File: src/rtl/prog_timer_pkg.sv
// Shared types and constants for the multi-channel programmable timer.
// Optional one-shot support is selected by PROG_TIMER_ONESHOT_EN.
package prog_timer_pkg;

    typedef enum logic {
        ST_IDLE = 1'b0,
        ST_RUN  = 1'b1
    } ch_state_e;

    localparam logic MODE_PERIODIC = 1'b0;
    localparam logic MODE_ONESHOT  = 1'b1;

    localparam int unsigned PERIOD_RST_DEF = 50_000_000;

endpackage

File: src/rtl/prog_timer_ch.sv
// One timer channel: period, mode, counter and IDLE/RUN state.
// The mode bit only exists when PROG_TIMER_ONESHOT_EN is defined.
module prog_timer_ch
    import prog_timer_pkg::*;
#(
    parameter int unsigned CNT_W      = 32,
    parameter int unsigned PERIOD_RST = PERIOD_RST_DEF
) (
    input  logic             clk,
    input  logic             async_nreset,
    input  logic             cfg_we_i,
    input  logic [CNT_W-1:0] cfg_period_i,
    input  logic             cfg_oneshot_i,
    input  logic             start_i,
    input  logic             stop_i,
    output logic             running_o,
    output logic             tick_o
);

    ch_state_e        state_q, state_d;
    logic [CNT_W-1:0] period_q, period_d;
    logic [CNT_W-1:0] cnt_q, cnt_d;
    logic             oneshot;

`ifdef PROG_TIMER_ONESHOT_EN
    logic mode_q, mode_d;

    always_comb begin
        mode_d = mode_q;
        if (cfg_we_i && state_q == ST_IDLE) begin
            mode_d = cfg_oneshot_i ? MODE_ONESHOT : MODE_PERIODIC;
        end
    end

    always_ff @(posedge clk or negedge async_nreset) begin
        if (!async_nreset) begin
            mode_q <= MODE_PERIODIC;
        end else begin
            mode_q <= mode_d;
        end
    end

    assign oneshot = (mode_q == MODE_ONESHOT);
`else
    logic unused_oneshot;
    assign unused_oneshot = cfg_oneshot_i;
    assign oneshot        = 1'b0;
`endif

    assign running_o = (state_q == ST_RUN);
    assign tick_o    = (state_q == ST_RUN) &&
                       (cnt_q == period_q - CNT_W'(1));

    // Stop has priority over start; start also restarts a running channel.
    always_comb begin
        state_d  = state_q;
        period_d = period_q;
        cnt_d    = cnt_q;
        if (cfg_we_i && state_q == ST_IDLE) begin
            period_d = cfg_period_i;
        end
        if (stop_i) begin
            state_d = ST_IDLE;
            cnt_d   = '0;
        end else if (start_i && period_q != '0) begin
            state_d = ST_RUN;
            cnt_d   = '0;
        end else if (state_q == ST_RUN) begin
            if (tick_o) begin
                cnt_d = '0;
                if (oneshot) begin
                    state_d = ST_IDLE;
                end
            end else begin
                cnt_d = cnt_q + CNT_W'(1);
            end
        end
    end

    always_ff @(posedge clk or negedge async_nreset) begin
        if (!async_nreset) begin
            state_q  <= ST_IDLE;
            period_q <= CNT_W'(PERIOD_RST);
            cnt_q    <= '0;
        end else begin
            state_q  <= state_d;
            period_q <= period_d;
            cnt_q    <= cnt_d;
        end
    end

endmodule

File: src/rtl/prog_timer.sv
// Bank of NUM_CH independent programmable timers sharing one config port.
// Define PROG_TIMER_ONESHOT_EN to enable per-channel one-shot mode.
module prog_timer
    import prog_timer_pkg::*;
#(
    parameter int unsigned NUM_CH     = 4,
    parameter int unsigned CNT_W      = 32,
    parameter int unsigned PERIOD_RST = PERIOD_RST_DEF
) (
    input  logic                      clk,
    input  logic                      async_nreset,
    input  logic                      cfg_we,
    input  logic [$clog2(NUM_CH)-1:0] cfg_ch,
    input  logic [CNT_W-1:0]          cfg_period,
    input  logic                      cfg_oneshot,
    input  logic [NUM_CH-1:0]         start,
    input  logic [NUM_CH-1:0]         stop,
    output logic [NUM_CH-1:0]         running,
    output logic [NUM_CH-1:0]         tick
);

    localparam int unsigned CH_W = $clog2(NUM_CH);

    // Addresses at or above NUM_CH match no channel and are dropped.
    for (genvar i = 0; i < NUM_CH; i++) begin : g_ch
        logic ch_we;
        assign ch_we = cfg_we && (cfg_ch == CH_W'(i));

        prog_timer_ch #(
            .CNT_W      (CNT_W),
            .PERIOD_RST (PERIOD_RST)
        ) u_ch (
            .clk           (clk),
            .async_nreset  (async_nreset),
            .cfg_we_i      (ch_we),
            .cfg_period_i  (cfg_period),
            .cfg_oneshot_i (cfg_oneshot),
            .start_i       (start[i]),
            .stop_i        (stop[i]),
            .running_o     (running[i]),
            .tick_o        (tick[i])
        );
    end

endmodule

File: config.mk
export PLATFORM = sky130hd
export DESIGN_NAME = prog_timer
export DESIGN_NICKNAME = d
export VERILOG_FILES = /design/src/rtl/prog_timer_pkg.sv /design/src/rtl/prog_timer_ch.sv /design/src/rtl/prog_timer.sv
export SDC_FILE = /design/constraint.sdc
export NUM_CORES = 1
export LEC_CHECK = 0
export BUFFER_PORTS_ARGS = -buffer_cell sky130_fd_sc_hd__buf_4
export CORE_MARGIN = 2
export CORE_UTILIZATION = 58
export CTS_CLUSTER_DIAMETER = 40
export DETAILED_ROUTE_END_ITERATION = 8
export HOLD_SLACK_MARGIN = 0.15
export PLACE_DENSITY = 0.78
export REMOVE_ABC_BUFFERS = 1
export SETUP_SLACK_MARGIN = 0.4
export SYNTH_ARGS = -nofsm -noshare
export SYNTH_HDL_FRONTEND = slang
export SYNTH_SLANG_ARGS = --single-unit
File: constraint.sdc
create_clock -name clk -period 4.2 [get_ports clk]
set_input_delay 0.84 -clock clk [delete_from_list [all_inputs] [get_ports clk]]
set_output_delay 0.84 -clock clk [all_outputs]
set_load 0.05 [all_outputs]
==> results.md <==
* Post-Synth XOR/XNOR Area at 8.37%
* Worst setup path class: reg2out
* Post-route ant nets at 0
* Placer Congestion at 0.920
* Sink Count at 260
* Initial Util at 59.2%
* Count of different cell masters after synthesis at 83
* Cts hold-fix bufs at 0
* Area grow syn2layout at 23.0%
* Synthesized area at 17600 um^2
* Non-filler cells, final at 2504
* Cell taking the most area after synthesis: dfrtp_1
* Crit path top cell by count: or4_4
* Worst Path Required at 3.36 ns
* Final setup viols at 2
* Row count at 63
* Share of layout cells above drive strength 1 at 28.7%
* Max-slew headroom at 61.0%
* Initial antenna violation count at 0
* Post-Synth Adder-Cell Area at 0.569%
* Grt ovf at 0
* Critical-path maximum fanout at 4
* CTS tree: built
* Worst Clk Skew at 0.0254 ns
* Vias per inst at 6.56
* DR vias at 16428
* Slew Viols, Final at 0
* Cell count after placement at 2348
* VDD IR-drop max at 275 uV
* Post-synthesis sequential area ratio at 37.4%
* Main synth FF type: dfrtp_1
* Register area at 6580 um^2
* First-pass GRT wire length at 78800 um
* Final core occ at 72.8%
* Die X at 178 um
* DRT iter0 DRCs at 1363
* Synth area leaders: dfrtp_1, mux2_2, dfstp_2, xnor2_1, nand2_1
* Min cycle time layout at 4.50 ns
* Asr flop ratio synth at 100%
* DR pass1 iterations at 6
* Pwr Density at 429 nW/um^2
* YS warnings at 0
* Status: finished with violations
* Largest net degree at the start of global routing at 80
* WP data arrival at 3.66 ns
* Main combinational cell family by area after synthesis: simple AND/OR/NAND/NOR gates
* Post-synth EDFFs at 0
* CTS root buffer: clkbuf_16
* Number of CTS-inserted buffers at 44
* Leak pwr at 8.58 nW
* Clock transition at path regs at 0.05 ns
* WL/cell at 20.5 um
* IO Pins at 54
* CP max-delay cell: or4_4
* Seq cells post-synth at 260
* Die area at 31700 um^2
* DR DRC count at 0
* I/O Buffers at 52
* Total power draw at 0.00928 W
* Endpoint class of the critical path: output port
* Fmax at 222 MHz
* WHS at 0.225 ns
* Final hold vios at 0
* Post-Synth Simple-Gate Area at 27.9%
* CP startpoint kind: flop
* Least-Margin Pin Slew at 0.580 ns
* H-tree Lvls at 2
* Worst hold-check path type: in2async
* Total GRT Usage at 31.0%
* Nets at 2132
* Die Height at 178 um
* Violated checks: setup timing
* Post-synthesis instance total at 1958
* Combined area of the multi-input logic cells at 11200 um^2
* Antenna diodes at 0
* Vias in the first global route at 15113
* Post-DP HPWL at 33500 um
* Largest stage delay on the critical path at 0.53 ns
* Clock insertion delay at the later pin of the skew report at 0.55 ns
* # fillers at 2039
* Final worst slack at -0.297 ns
* Core area at 29700 um^2
* Fin crit share at 107%
* Top-area cell type share of the netlist area at 30.2%
* WL final at 51400 um
* Maxcap violations at 0
* Unrepaired setup endpoints after global routing: yes
* Longest Clk Path Bufs at 3
* Syn Area/Cell at 8.98 um^2
* Multiplexer area fraction after synthesis at 8.98%
* Compound-cell area share of the yosys netlist at 13.1%
* Critical path cell sequence: or4_4 -> or4_4 -> buf_6 -> nor4b_4 -> mux2i_2 -> nand4_1 -> or4_4 -> nor4_4 -> buf_4 -> buf_8
-- registers in the layout, indices dropped and copies added, names as in the netlist --
register,count
g_ch.u_ch.cnt_q,128
g_ch.u_ch.running_o,4
g_ch.u_ch.period_q,128
-- cell usage in the layout (no fill, tap or decap), types with 22 or more instances in the layout --
| cell type | instances |
|---|---|
| dfrtp_1 | 205 |
| nand2_1 | 165 |
| buf_4 | 154 |
| nor2_1 | 144 |
| mux2_2 | 125 |
| nand3_1 | 109 |
| xnor2_1 | 99 |
| nor3_1 | 83 |
| xor2_1 | 66 |
| nand4_1 | 60 |
| a21oi_1 | 52 |
| clkbuf_16 | 49 |
| o21ai_0 | 48 |
| dfstp_2 | 48 |
| and3_1 | 32 |
| inv_1 | 31 |
| nor4_1 | 31 |
| nor2b_1 | 29 |
| or3_1 | 28 |
| a31oi_1 | 26 |
| buf_6 | 26 |
| or4_1 | 22 |
-- logic make-up after synthesis --
| logic type | Yosys count |
|---|---|
| xor gates and xnor gates | 168 |
| and+or+nand+nor | 897 |
| muxes | 142 |
| adders and majority gates | 8 |
| DFF | 260 |
| buffers and inverters | 158 |
| AOI/OAI and AO/OA | 325 |
-- through the flow --
stage	TNS, ns	worst slack (ns)	instance area [um^2]
floorplan	-46.44	-0.921	17100
CTS	-0.318	-0.270	20800
global route	-0.675	-0.414	21600
detailed placement	0	0.00226	18500
finish	-0.323	-0.297	21600
global placement	0	0.0670	18500
-- area by class of cell --
cell class,count,share of cell area [%]
inverters,37,0.642
multi-input cells,1542,51.6
clock inverters,32,1.76
repair buffers,193,7.84
well taps,390,2.26
clock buffers,50,5.49
flip-flops and latches,260,30.4
-- critical path: cells and delay by family, from the launching register on --
kind | cells | cell delay (ns)
flip-flops | 1 | 0.36
AND/OR/NAND/NOR | 6 | 1.99
buffers and inverters | 3 | 0.45
multiplexers | 1 | 0.30
-- layer usage --
layer | track usage, % | share of wire [%] | vias to the layer above
met4 | 14.0 | 4.7 | 0
met1 | 42.1 | 42 | 8114
met2 | 49.8 | 47 | 640
li1 | - | - | 7522
met3 | 3.99 | 6.1 | 152
met5 | 0 | 0 | -
-- worst paths after layout --
path | from | end | slack (ns) | cells after the start
setup reg to reg | g_ch[2].u_ch.period_q[0]$_DFFE_PN0P_ | g_ch[2].u_ch.cnt_q[13]$_DFFE_PN0P_ | 0.28 | 24
min in group clk | stop[0] | g_ch[0].u_ch.running_o$_DFF_PN0_ | 0.45 | 2
max in group asynchronous | async_nreset | g_ch[1].u_ch.period_q[0]$_DFFE_PN0P_ | 3.01 | 2
hold reg to reg | g_ch[2].u_ch.cnt_q[0]$_DFFE_PN0P_ | g_ch[2].u_ch.cnt_q[0]$_DFFE_PN0P_ | 0.54 | 1
setup / recovery | g_ch[2].u_ch.period_q[15]$_DFFE_PN1P_ | tick[2] | -0.30 | 10
hold / removal | async_nreset | g_ch[1].u_ch.cnt_q[1]$_DFFE_PN0P_ | 0.22 | 1
-- synth_stat cells (18+ instances only) --
master,instances
a31oi_1,30
or3_1,32
nor3_1,91
o31ai_1,19
clkbuf_1,88
and3_1,32
dfrtp_1,212
xnor2_1,100
dfstp_2,48
a21oi_1,53
or4_1,34
nand3_1,116
a21o_1,20
nor2_1,147
mux2_2,126
a221o_1,21
or2_2,20
xor2_1,68
nand2_1,168
nor2b_1,29
nor4_1,47
o21ai_0,49
buf_2,18
inv_1,36
nand4_1,60
-- report_power, final --
part           leakage [nW]  internal (W)  total (W)  switching, W
Clock                 0.765       0.00226    0.00375       0.00150
Sequential             3.29       0.00288    0.00339      0.000512
Combinational          4.53       0.00103    0.00213       0.00110
-- timing repair --
action,in CTS,in global routing
setup endpoints to repair,9,72
endpoints found under the hold margin,0,0
gates resized for setup,92,101
setup buffers,38,30
gates cloned,0,6
pin swaps,37,53
(Power assumes the default switching activity.)
